$ cat src/rtl/noc_task_ctrl.sv
// Traffic-task controller for the 2x4 mesh: holds per-PE traffic config,
// sequences flush/run, collects finish flags and reports status and run length.
module noc_task_ctrl #(
  parameter int unsigned FLUSH_CYCLES   = 4,
  parameter int unsigned TIMEOUT_CYCLES = 100000,
  parameter int unsigned CNT_W          = 32
) (
  input  logic              clk,
  input  logic              rst_n,
  input  logic              cfg_wr,
  input  logic [2:0]        cfg_pe,
  input  logic [38:0]       cfg_wdata,
  input  logic              start,
  input  logic [7:0]        start_mask,
  input  logic              abort,
  output logic [7:0]        pe_enable,
  output logic [7:0]        pe_dbg_mode_wire,
  output logic [23:0]       pe_send_num_wire,
  output logic [23:0]       pe_receive_num_wire,
  output logic [31:0]       pe_rate_wire,
  output logic [191:0]      pe_dst_seq_wire,
  output logic [31:0]       pe_mode_wire,
  output logic [7:0]        pe_flush_wire,
  input  logic [7:0]        pe_task_send_finish_flag,
  input  logic [7:0]        pe_task_receive_finish_flag,
  output logic              busy,
  output logic              done,
  output logic [1:0]        status,
  output logic [CNT_W-1:0]  run_cycles,
  output logic              start_err
);

  localparam int unsigned NPE  = 8;
  localparam int unsigned FW   = $clog2(FLUSH_CYCLES + 1);
  localparam logic [1:0] ST_NONE    = 2'd0;
  localparam logic [1:0] ST_OK      = 2'd1;
  localparam logic [1:0] ST_TIMEOUT = 2'd2;
  localparam logic [1:0] ST_ABORT   = 2'd3;

  typedef enum logic [1:0] {S_IDLE, S_FLUSH, S_RUN} state_t;

  state_t         state;
  logic [7:0]     mask;
  logic [7:0]     snd;
  logic [7:0]     rcv;
  logic [FW-1:0]  flush_cnt;
  logic [7:0]     snd_nxt;
  logic [7:0]     rcv_nxt;
  logic           complete;
  logic           timeout;
  logic           end_run;
  logic [1:0]     end_status;

  // Completion looks at this cycle's flags merged with the sticky vectors
  assign snd_nxt  = snd | (pe_task_send_finish_flag & mask);
  assign rcv_nxt  = rcv | (pe_task_receive_finish_flag & mask);
  assign complete = (snd_nxt == mask) && (rcv_nxt == mask);
  assign timeout  = (run_cycles == CNT_W'(TIMEOUT_CYCLES - 1));

  // Run termination priority: abort, then completion, then timeout
  always_comb begin
    end_run    = 1'b0;
    end_status = ST_NONE;
    if (state != S_IDLE && abort) begin
      end_run    = 1'b1;
      end_status = ST_ABORT;
    end else if (state == S_RUN && complete) begin
      end_run    = 1'b1;
      end_status = ST_OK;
    end else if (state == S_RUN && timeout) begin
      end_run    = 1'b1;
      end_status = ST_TIMEOUT;
    end
  end

  always_ff @(posedge clk) begin
    if (!rst_n) begin
      state               <= S_IDLE;
      mask                <= '0;
      snd                 <= '0;
      rcv                 <= '0;
      flush_cnt           <= '0;
      pe_enable           <= '0;
      pe_flush_wire       <= '0;
      pe_dbg_mode_wire    <= '0;
      pe_send_num_wire    <= '0;
      pe_receive_num_wire <= '0;
      pe_rate_wire        <= '0;
      pe_dst_seq_wire     <= '0;
      pe_mode_wire        <= '0;
      busy                <= 1'b0;
      done                <= 1'b0;
      status              <= ST_NONE;
      run_cycles          <= '0;
      start_err           <= 1'b0;
    end else begin
      done      <= 1'b0;
      start_err <= start && (state != S_IDLE || start_mask == 8'd0);

      unique case (state)
        S_IDLE: begin
          if (cfg_wr) begin
            for (int i = 0; i < NPE; i++) begin
              if (cfg_pe == 3'(i)) begin
                pe_dbg_mode_wire[i]          <= cfg_wdata[38];
                pe_send_num_wire[3*i +: 3]    <= cfg_wdata[37:35];
                pe_receive_num_wire[3*i +: 3] <= cfg_wdata[34:32];
                pe_rate_wire[4*i +: 4]        <= cfg_wdata[31:28];
                pe_mode_wire[4*i +: 4]        <= cfg_wdata[27:24];
                pe_dst_seq_wire[24*i +: 24]   <= cfg_wdata[23:0];
              end
            end
          end
          if (start && start_mask != 8'd0) begin
            state         <= S_FLUSH;
            busy          <= 1'b1;
            mask          <= start_mask;
            pe_flush_wire <= start_mask;
            flush_cnt     <= '0;
            status        <= ST_NONE;
            run_cycles    <= '0;
            snd           <= '0;
            rcv           <= '0;
          end
        end
        S_FLUSH: begin
          if (flush_cnt == FW'(FLUSH_CYCLES - 1)) begin
            state         <= S_RUN;
            pe_flush_wire <= '0;
            pe_enable     <= mask;
          end else begin
            flush_cnt <= flush_cnt + FW'(1);
          end
        end
        S_RUN: begin
          snd <= snd_nxt;
          rcv <= rcv_nxt;
          if (run_cycles != '1) run_cycles <= run_cycles + CNT_W'(1);
        end
        default: state <= S_IDLE;
      endcase

      // Ending a run overrides whatever the phase logic scheduled above
      if (end_run) begin
        state         <= S_IDLE;
        busy          <= 1'b0;
        done          <= 1'b1;
        status        <= end_status;
        pe_enable     <= '0;
        pe_flush_wire <= '0;
      end
    end
  end

endmodule

$ cat config.mk
export PLATFORM = sky130hd
export DESIGN_NAME = noc_task_ctrl
export DESIGN_NICKNAME = d
export VERILOG_FILES = /design/src/rtl/noc_task_ctrl.sv
export SDC_FILE = /design/constraint.sdc
export NUM_CORES = 1
export LEC_CHECK = 0
export CAP_MARGIN = 20
export CORE_MARGIN = 5
export CORE_UTILIZATION = 48
export CTS_CLUSTER_SIZE = 25
export DETAILED_ROUTE_END_ITERATION = 12
export GPL_TIMING_DRIVEN = 0
export HOLD_SLACK_MARGIN = 0.03
export MAX_ROUTING_LAYER = met4
export PLACE_DENSITY = 0.91
export RECOVER_POWER = 100
export SYNTH_ARGS = -nofsm -noshare
export SYNTH_HDL_FRONTEND = slang
export SYNTH_SLANG_ARGS = --single-unit
$ cat constraint.sdc
create_clock -name clk -period 5.1 [get_ports clk]
set_clock_uncertainty 0.1 [all_clocks]
set_input_delay 1.02 -clock clk [delete_from_list [all_inputs] [get_ports clk]]
set_output_delay 1.02 -clock clk [all_outputs]
set_load 0.005 [all_outputs]
# After elaboration in Yosys (flattened, before gate mapping)
# Cells that the tools add are included.
[classes]
n_reduce_logical = 33
n_addsub = 2
mux = 25
bitwise_logic = 6
n_eq_ne = 18
[ops]
columns = ["op", "count"]
rows = [
  ["32-bit 2-to-1 mux", 2],
  ["32-bit case mux with 2 select lines", 1],
  ["8-bit case mux with 2 select lines", 3],
  ["3-bit AND reduction", 12],
  ["32-bit by 1-bit adder with 32-bit output (second input constant)", 1],
  ["32-bit by 17-bit == test with 1-bit output (second input constant)", 1],
  ["32-bit inequality test (second input constant)", 1],
  ["8-bit 2-to-1 mux", 3],
  ["8-bit bitwise AND", 2],
  ["8-bit == test", 2],
  ["2-bit 2-to-1 mux", 8],
  ["8-bit bitwise OR", 2],
  ["3-bit == test (second input constant)", 4],
  ["2-bit nonzero test", 5],
  ["3-bit by 2-bit == test with 1-bit output (second input constant)", 3],
  ["8-bit zero test", 1],
  ["2-bit AND reduction", 4],
  ["8-bit nonzero test", 1],
  ["1-bit logical AND", 6],
  ["3-bit 2-to-1 mux", 2],
  ["2-bit inequality test (second input constant)", 3],
  ["2-bit case mux with 3 select lines", 1],
  ["3-bit case mux with 2 select lines", 1],
  ["1-bit 2-to-1 mux", 4],
  ["10 further kinds", 11],
]
[totals]
in_bits = 71
out_inout_bits = 365
reg_bits = 394
word_cells = 144

# Longest topological paths before layout
# Gate-level depths: netlist of run 1.
[logic_depth]
depth_word = 9
ltp_mapped = 9
mapped_depth_nobuf = 6

# Worst setup path after synthesis of run 1
# No wires, ideal clock.
[synth_timing]
path_kind = "input-to-reg"
from = "in start_mask[7]"
to = "reg run_cycles[10]"
t_arrival_ns = 2.501
t_required_ns = 4.926
n_path_buf = 1
stages = 6
setup_time_ns = 0.074
setup_slack_ns = 2.425
path_cell_list = "or4_1 > o211ai_2 > buf_6 > nand2_2 > or4_1 > o21ai_0"
[synth_via]
elab_chain_cells = 4
[synth_lines]
columns = ["item", "line_no", "text"]
rows = [
  ["start, declared", "14", "input logic [7:0] start_mask,"],
  ["8-bit nonzero test", "114", "if (start && start_mask != 8'd0) begin"],
  ["1-bit logical AND", "114", ""],
  ["2-bit inequality test (no line)", "--", ""],
  ["3-bit AND reduction (no line)", "--", ""],
  ["end signal, assigned", "138", "if (run_cycles != '1) run_cycles <= run_cycles + CNT_W'(1);"],
  ["end, declared", "29", "output logic [CNT_W-1:0] run_cycles,"],
]
# Every way passes these cells.
# A chain may end at the register's enable or synchronous reset.

# Final worst setup path of run 1
[layout_timing]
from = "in cfg_pe[2]"
to = "reg pe_dst_seq_wire[91]"
[layout_via]
elab_chain_cells = 2
[layout_lines]
columns = ["item", "line_no", "text"]
rows = [
  ["start, declared", "11", "input logic [2:0] cfg_pe,"],
  ["3-bit by 2-bit == test with 1-bit output", "104", "if (cfg_pe == 3'(i)) begin"],
  ["3-bit AND reduction (no line)", "--", ""],
  ["end signal, assigned by index", "110", "pe_dst_seq_wire[24*i +: 24] <= cfg_wdata[23:0];"],
  ["end, declared", "21", "output logic [191:0] pe_dst_seq_wire,"],
]
# Every way passes these cells.

==> flow_summary.toml, run 1 <==
[outcome]
status = "complete, but fails checks"
violations = "capacitance limit, slew limit"

[sta]
slew_violations = 28
layout_setup_ws_ns = 1.10
post-route-period-util = 0.785
slew-limit-headroom = -0.0469
fin_tns_setup_ns = 0
rsz0062_at_grt = "no"
setup_viol = 0
fmax_mhz = 250
worstMarginPinSlew_ns = 1.55
hold_violations = 0
finalCriticalPeriod_ns = 4.00

[critical_path]
rrSetupSlack_ns = 1.66
r2r_end = "pe_dst_seq_wire[91]$_SDFFE_PN0P_"
end_kind = "flop"
startpoint_type = "input pin"
path_max_fanout = 10
criticalPathCategory = "input pin to flop"
crit_end = "pe_dst_seq_wire[91]$_SDFFE_PN0P_"
crit_start = "cfg_pe[2]"
worstReg2RegStart = "state[0]$_SDFFE_PP0P_"
crit_required_ns = 5.38
cp_data_arrival_time_ns = 4.29
worstRegToRegCells = 7

[final_layout]
final_nets = 2378
drive_gt1_frac = 0.0608
ff_latch_area_mm2 = 0.00789
multi_input_area_mm2 = 0.00611
fill_cells = 2323
syn2layout_area_growth_pct = 39.5

[placed_design]
pre_cts_ws_ns = 1.40
numPortBuffers = 396
dp_hpwl_um = 43500
gp_congestion = 0.964

[synth]
synth_seq_cells = 394
yosys_warnings = 0
synth.yosys.seq_area_share = 0.528
synth_cells = 1865
async_reset_ff_frac = 0
synth_area_leader_cell = "dfxtp_1"
synth_edf_count = 0
synthTopCellsByArea = "dfxtp_1, nand2_1, a21oi_1, clkbuf_1, buf_4"
avgSynthCellArea_um2 = 8.00
synth_commonest_cells = "nand2_1, dfxtp_1, a21oi_1"
synth_fp_nets = 1939
netlist_area_mm2 = 0.0149
synth_top_flop_cell = "dfxtp_1"
ys_types = 58
synthMostInstantiatedCell = "nand2_1"
synth_top_cell_area_share = 0.528

[grt]
grt_max_degree = 15
grt_pass1_vias = 15700
grt_first_pass_wirelength_um = 90900
grt_use_total = 0.333
antenna_found_initial = 3
grt_overflow_total = 0

[floorplan]
dieHeight_um = 186
core_mm2 = 0.0307
die_area_mm2 = 0.0347
fp-row-count = 64
start_util = 0.487
ios = 436
die_w_um = 186

[clock_network]
numCtsBuffers = 41
root_buffer = "clkbuf_16"
clk_pin_slew_ns = 0.06
hold_buffers = 0
cts_tree = "yes"
clock_path_buffers = 3
cts.repair.resized = 0
cts_max_level = 2
cts_setup_buffers = 0
clock_latency_ns = 0.52
cts_sinks = 394

[route]
ant_nets = 0
drt-initial-drc-count = 1587
wire_per_inst_um = 21.9
vias_per_cell = 5.85
postRouteWirelength_um = 59900
dr.pass1.iters = 7
drc = 0
dr_total_vias = 16000

[worst_hold_path]
hp-class = "flop to flop"

[power_and_ir_drop]
p_per_area_mw_per_mm2 = 336
leakage_nw = 8.25
irDropWorstVdd_v = 0.000298

[flow_run]
drv_cap = 3
[critical path, cell delays in order]
cell and delay [ns]:
dlygate4sd3_1 0.58, nor4b_1 1.24, nand3_1 0.43, clkbuf_1 0.41
clkbuf_1 0.35, nand2_1 0.15, a21oi_1 0.08
[final cells by class]
cell class | count | share of cell area
Antenna cell | 3 | 0.000361
Buffer | 167 | 0.0392
Clock buffer | 57 | 0.0579
Clock inverter | 18 | 0.0147
Inverter | 6 | 0.00108
Multi-Input combinational cell | 1298 | 0.294
Sequential cell | 394 | 0.379
Tap cell | 396 | 0.0238
Timing Repair Buffer | 396 | 0.190
[cell usage in the layout (no fill, tap or decap), types with 10 or more instances in the layout]
| cell type | count |
|---|---|
| nand2_1 | 674 |
| dfxtp_1 | 394 |
| dlygate4sd3_1 | 369 |
| a21oi_1 | 346 |
| clkbuf_1 | 108 |
| buf_4 | 43 |
| clkbuf_16 | 41 |
| nor2_1 | 39 |
| clkdlybuf4s50_1 | 27 |
| o21ai_0 | 24 |
| or3_1 | 24 |
| nor4_1 | 20 |
| nand3_1 | 19 |
| buf_2 | 17 |
| nand4_1 | 16 |
| a32oi_1 | 16 |
| mux2i_1 | 14 |
| clkbuf_8 | 12 |
| a2111oi_0 | 10 |
| or4_1 | 10 |
[layer usage]
metal / up-vias / track usage / part of all wire
li1: 7127 / - / -
met1: 7506 / 0.380 / 0.36
met2: 1047 / 0.519 / 0.45
met3: 310 / 0.0876 / 0.10
met4: 0 / 0.217 / 0.085
met5: - / - / 0
[metrics by stage]
stage | area, um^2 | hold WS, ns | power (mW) | std cells | util
floorplan | 14900 | 0.346 | 3.49 | 1865 | -
global placement | 19400 | 0.339 | 3.75 | 2657 | 0.632
detailed placement | 19400 | 0.347 | 3.76 | 2657 | 0.632
CTS | 20900 | 0.354 | 7.03 | 2732 | 0.681
global route | 20800 | 0.370 | 7.18 | 2735 | 0.679
finish | 20800 | 0.351 | 6.99 | 2735 | 0.679
[power breakdown]
part | total [mW] | switching (mW) | internal [mW]
Combinational | 0.499 | 0.317 | 0.182
Clock | 3.31 | 1.25 | 2.06
Sequential | 3.18 | 0.0430 | 3.14
[state kept, by name, indices dropped and copies added (netlist names)]
register             flops
pe_dst_seq_wire        192
pe_mode_wire            32
pe_rate_wire            32
run_cycles              32
pe_receive_num_wire     24
pe_send_num_wire        24
mask                     8
pe_dbg_mode_wire         8
pe_enable                8
pe_flush_wire            8
rcv                      8
snd                      8
flush_cnt                3
state                    2
status                   2
busy                     1
done                     1
start_err                1
[how the worst min path moves through the flow]
stage                                      startpoint  slack, ns                           endpoint  depth (start not counted)
floorplan                      status[0]$_SDFFE_PN0P_       0.35             status[0]$_SDFFE_PN0P_                          2
global placement               status[0]$_SDFFE_PN0P_       0.34             status[0]$_SDFFE_PN0P_                          2
detailed placement  pe_dst_seq_wire[125]$_SDFFE_PN0P_       0.35  pe_dst_seq_wire[125]$_SDFFE_PN0P_                          2
CTS                  pe_dst_seq_wire[82]$_SDFFE_PN0P_       0.35   pe_dst_seq_wire[82]$_SDFFE_PN0P_                          2
global route            pe_mode_wire[13]$_SDFFE_PN0P_       0.37      pe_mode_wire[13]$_SDFFE_PN0P_                          2
finish              pe_dst_seq_wire[171]$_SDFFE_PN0P_       0.35  pe_dst_seq_wire[171]$_SDFFE_PN0P_                          2
[kinds of logic (layout without fill, tap and decap cells)]
family / count (synthesis) / after routing / share of synthesized area
other cells: 0 / 3 / 0
mux: 14 / 14 / 0.00939
flops: 394 / 394 / 0.528
compound gates: 436 / 436 / 0.163
fa+ha+maj: 3 / 3 / 0.00252
buf+inv: 173 / 644 / 0.0578
simple gates: 845 / 845 / 0.239
No activity file was read; power rests on OpenSTA's default activity.
==> inputs of run 2 (changes only) <==
Settings changed: CORE_UTILIZATION 48 to 43, PLACE_DENSITY 0.91 to 0.87.
Clock period 5.1 ns to 3.3 ns, I/O delays scaled along.
==> run 2 against run 1 <==
Compared with the run above: the flow now finishes without violations; largest cell class unchanged; core utilization decreased by 7.2 points; via count down 2.1%; critical path depth did not move; sequential share of layout area decreased by 0.059 points; sequential power is 55% higher; flip-flop and latch count unchanged; combinational power increased by 57%; design area up 0.16%; cell count is 2.2% higher; largest power group is now registers; register-to-register slack lost 1.3 ns.
==> flow_summary.toml, run 2 (same netlist as run 1, synthesis figures left out) <==
[route]
vias_per_cell = 5.60
wire_per_inst_um = 21.4
dr_total_vias = 15700
drc = 0
drt-initial-drc-count = 1015
postRouteWirelength_um = 59700
ant_nets = 0
dr.pass1.iters = 5

[sta]
worstMarginPinSlew_ns = 1.04
layout_setup_ws_ns = 0.298
post-route-period-util = 0.910
setup_viol = 0
hold_violations = 0
slew-limit-headroom = 0.302
slew_violations = 0
finalCriticalPeriod_ns = 3.00
fmax_mhz = 333
rsz0062_at_grt = "no"

[final_layout]
final_nets = 2379
fin_util = 0.607
instances_no_fill = 2795
final_area_mm2 = 0.0208
syn2layout_area_growth_pct = 39.7
fill_cells = 2832
drive_gt1_frac = 0.0637
layout.cells.most_common = "nand2_1"
mostFrequentLayoutCells = "nand2_1, dfxtp_1, dlygate4sd3_1, a21oi_1, clkbuf_1"
largest_register = "pe_dst_seq_wire"
largest_register_ffs = 192

[clock_network]
clk_pin_slew_ns = 0.06
cts_tree = "yes"
clock_latency_ns = 0.57
cts.repair.resized = 0
cts_sinks = 394
root_buffer = "clkbuf_16"
cts_setup_buffers = 0
cts_max_level = 2
hold_buffers = 0
clock_path_buffers = 3
numCtsBuffers = 42

[worst_hold_path]
hp-class = "input pin to flop"

[placed_design]
dp_cells = 2716
place_area_mm2 = 0.0195
pre_cts_ws_ns = -0.0899
gp_congestion = 0.917
numPortBuffers = 396
dp_hpwl_um = 43700

[floorplan]
die_w_um = 196
fp-row-count = 68
start_util = 0.434
dieHeight_um = 196
core_mm2 = 0.0344
ios = 436
die_area_mm2 = 0.0385

[grt]
grt_pass1_vias = 15200
grt_max_degree = 15
grt_use_total = 0.302
antenna_found_initial = 1
grt_overflow_total = 0
grt_first_pass_wirelength_um = 88400

[power_and_ir_drop]
p_per_area_mw_per_mm2 = 507
finalPower_mw = 10.6
irDropWorstVdd_v = 0.000438
leakage_nw = 8.23

[critical_path]
cp_data_arrival_time_ns = 3.40
end_kind = "flop"
startpoint_type = "input pin"
crit_required_ns = 3.69
path_max_fanout = 10
criticalPathCategory = "input pin to flop"

[flow_run]
drv_cap = 0

[outcome]
status = "completed"
## run 2: cell types whose count changed in the layout (fill, tap and decap cells not counted), sizes merged
cell,previous run,this run
bufinv,8,4
clkdlybuf4s50,27,28
diode,3,1
dlygate4sd3,369,368
clkinv,5,8
inv,9,10
clkbuf,161,160
buf,63,67
## run 2: routing by layer
layer / routed length (um) / up-vias / track usage
met2: 26900 / 891 / 0.465
met4: 4310 / 0 / 0.182
met5: 0 / - / -
met1: 22600 / 7392 / 0.348
li1: - / 7128 / -
met3: 5940 / 241 / 0.0912
## run 2: power breakdown
part           internal (mW)  total [mW]  leakage [nW]  switching, mW
Clock                   2.85        4.88         0.692           2.03
Sequential              4.85        4.92          3.19         0.0638
Combinational          0.287       0.782          4.36          0.496
## run 2: final cells by class
type                       count  area [um^2]  share of cell area
sequential                   394         7890               0.378
timing repair buffer         396         3960               0.190
tap                          455          569              0.0273
antenna                        1         2.50            0.000120
clock buffer                  60         1190              0.0570
multi-input combinational   1298         6170               0.296
clock inverter                18          224              0.0107
inverter                       6         22.5             0.00108
buffer                       167          818              0.0392
## run 2: through the flow
step / TNS [ns] / hold WS (ns)
3_5_place_dp: -1.95 / 0.346
2_1_floorplan: 0 / 0.346
5_1_grt: 0 / 0.274
6_report: 0 / 0.277
4_1_cts: 0 / 0.255
3_3_place_gp: -0.106 / 0.340
## run 2: worst max-delay path, cell delays in order
cell and delay [ns]:
dlygate4sd3_1 0.62, or4_1 0.58, o211ai_2 0.17, clkbuf_1 0.43
nand2_1 0.31, or4_1 0.55, o21ai_0 0.08
## run 2: worst paths after layout
kind | startpoint | end | slack, ns | cells past startpoint
setup / recovery | start_mask[7] | run_cycles[10]$_SDFFE_PN0P_ | 0.30 | 7
hold / removal | cfg_wdata[27] | pe_mode_wire[31]$_SDFFE_PN0P_ | 0.28 | 3
setup reg to reg | state[1]$_SDFFE_PP0P_ | pe_flush_wire[6]$_SDFFE_PP0P_ | 0.32 | 8
hold reg to reg | pe_dst_seq_wire[19]$_SDFFE_PN0P_ | pe_dst_seq_wire[19]$_SDFFE_PN0P_ | 0.35 | 2
==> inputs of run 3 (changes only) <==
Settings changed: CORE_ASPECT_RATIO set to 2.
==> run 3 against run 2 <==
Compared with the run above: non-clock buffer count is the same; combinational power is essentially flat; flip-flop and latch count is the same; critical endpoint unchanged.
==> flow_summary.toml, run 3 (same netlist as run 1, synthesis figures left out) <==
[critical_path]
path_max_fanout = 10
cp_data_arrival_time_ns = 3.50
crit_required_ns = 3.64
worstReg2RegStart = "state[0]$_SDFFE_PP0P_"
worstRegToRegCells = 9
criticalPathCategory = "input pin to flop"
end_kind = "flop"
startpoint_type = "input pin"
r2r_end = "pe_dst_seq_wire[115]$_SDFFE_PN0P_"
rrSetupSlack_ns = 0.26

[power_and_ir_drop]
comb_power_share = 0.079
power.share.sequential = 0.498
p_clk_frac = 0.423
swShare = 0.244
irDropWorstVdd_v = 0.000467
p_int_mw = 7.47
p_per_area_mw_per_mm2 = 480
p_sw_mw = 2.40
leakage_nw = 8.08

[grt]
grt_max_degree = 16
grt_first_pass_wirelength_um = 90200
grt_pass1_vias = 15400
grt_use_total = 0.311
grt_overflow_total = 0
antenna_found_initial = 4

[worst_hold_path]
whs_path_depth = 3
hold_path.startpoint = "cfg_wdata[26]"
hp-class = "input pin to flop"
min_to = "pe_mode_wire[2]$_SDFFE_PN0P_"

[route]
drt-initial-drc-count = 981
postRouteWirelength_um = 61800
vias_per_cell = 5.66
dr_total_vias = 15700
drc = 0
wire_per_inst_um = 22.3
dr.pass1.iters = 5
ant_nets = 0

[clock_network]
cts_sinks = 394
cts_tree = "yes"
root_buffer = "clkbuf_16"
cts_max_level = 2
numCtsBuffers = 35
cts_setup_buffers = 0
clk_pin_slew_ns = 0.07
hold_buffers = 0
clock_latency_ns = 0.52
cts.repair.resized = 0
clock_path_buffers = 3

[final_layout]
syn2layout_area_growth_pct = 37.6
largest_register = "pe_dst_seq_wire"
mostFrequentLayoutCells = "nand2_1, dfxtp_1, dlygate4sd3_1, a21oi_1, clkbuf_1"
fin_util = 0.598
final_nets = 2372
layout.cells.most_common = "nand2_1"
largest_register_ffs = 192
instances_no_fill = 2767
drive_gt1_frac = 0.0568

[placed_design]
gp_congestion = 0.923
dp_cells = 2702
numPortBuffers = 396
dp_hpwl_um = 46600

[floorplan]
dieHeight_um = 273
die_w_um = 142
fp-row-count = 96
start_util = 0.434
die_area_mm2 = 0.0388
core_mm2 = 0.0344
ios = 436

[sta]
rsz0062_at_grt = "no"
fin_tns_setup_ns = 0
setup_viol = 0
post-route-period-util = 0.955
slew_violations = 0
finalCriticalPeriod_ns = 3.15
worstMarginPinSlew_ns = 1.04
slew-limit-headroom = 0.303
fmax_mhz = 317
hold_violations = 0

[flow_run]
drv_cap = 0

[outcome]
status = "completed"
[run 3: power groups by stage]
stage | clock (mW) | combinational (mW) | sequential (mW)
after floorplan | 0 | 0.372 | 5.02
after global placement | 0 | 0.792 | 5.02
after detailed placement | 0 | 0.809 | 5.02
after CTS | 4.21 | 0.814 | 4.91
after global routing | 4.39 | 0.830 | 4.92
final | 4.17 | 0.784 | 4.91
[run 3: metrics by stage]
stage	power [mW]	area, um^2	hold slack [ns]	setup WS, ns
floorplan	5.39	14900	0.346	0.985
global placement	5.81	19400	0.339	-0.210
detailed placement	5.83	19400	0.345	-0.246
CTS	9.94	20600	0.301	0.301
global route	10.1	20500	0.320	0.101
finish	9.87	20500	0.320	0.149
[run 3: worst max path at each step]
stage	cells past startpoint	slack (ns)	start	end
2_1_floorplan	6	0.98	start_mask[7]	run_cycles[10]$_SDFFE_PN0P_
3_3_place_gp	6	-0.21	rst_n	pe_dst_seq_wire[115]$_SDFFE_PN0P_
3_5_place_dp	6	-0.25	rst_n	pe_dst_seq_wire[115]$_SDFFE_PN0P_
4_1_cts	6	0.30	rst_n	pe_dst_seq_wire[73]$_SDFFE_PN0P_
5_1_grt	9	0.10	state[0]$_SDFFE_PP0P_	pe_dst_seq_wire[137]$_SDFFE_PN0P_
6_report	7	0.15	start_mask[3]	run_cycles[10]$_SDFFE_PN0P_
[run 3: per-layer routing]
layer / track usage / vias to the layer above / share of wire
li1: - / 7106 / -
met3: 0.0603 / 299 / 0.075
met1: 0.302 / 7373 / 0.32
met2: 0.535 / 872 / 0.50
met5: - / - / 0
met4: 0.243 / 0 / 0.10
[run 3: critical path: stages]
cell and delay [ns]:
dlygate4sd3_1 0.59, or4_1 0.59, o211ai_1 0.24, clkbuf_1 0.42, nand2_1 0.32, or4_1 0.57
o21ai_0 0.10
[run 3: cell type report]
class | count | area [um^2]
diodes | 4 | 10.0
plain buffers | 167 | 821
clock buffers | 51 | 1030
clock inverters | 10 | 118
fillers | 2959 | 13800
inverters | 6 | 22.5
multi-input cells | 1298 | 6140
flip-flops and latches | 394 | 7890
well taps | 441 | 552
repair buffers | 396 | 3960
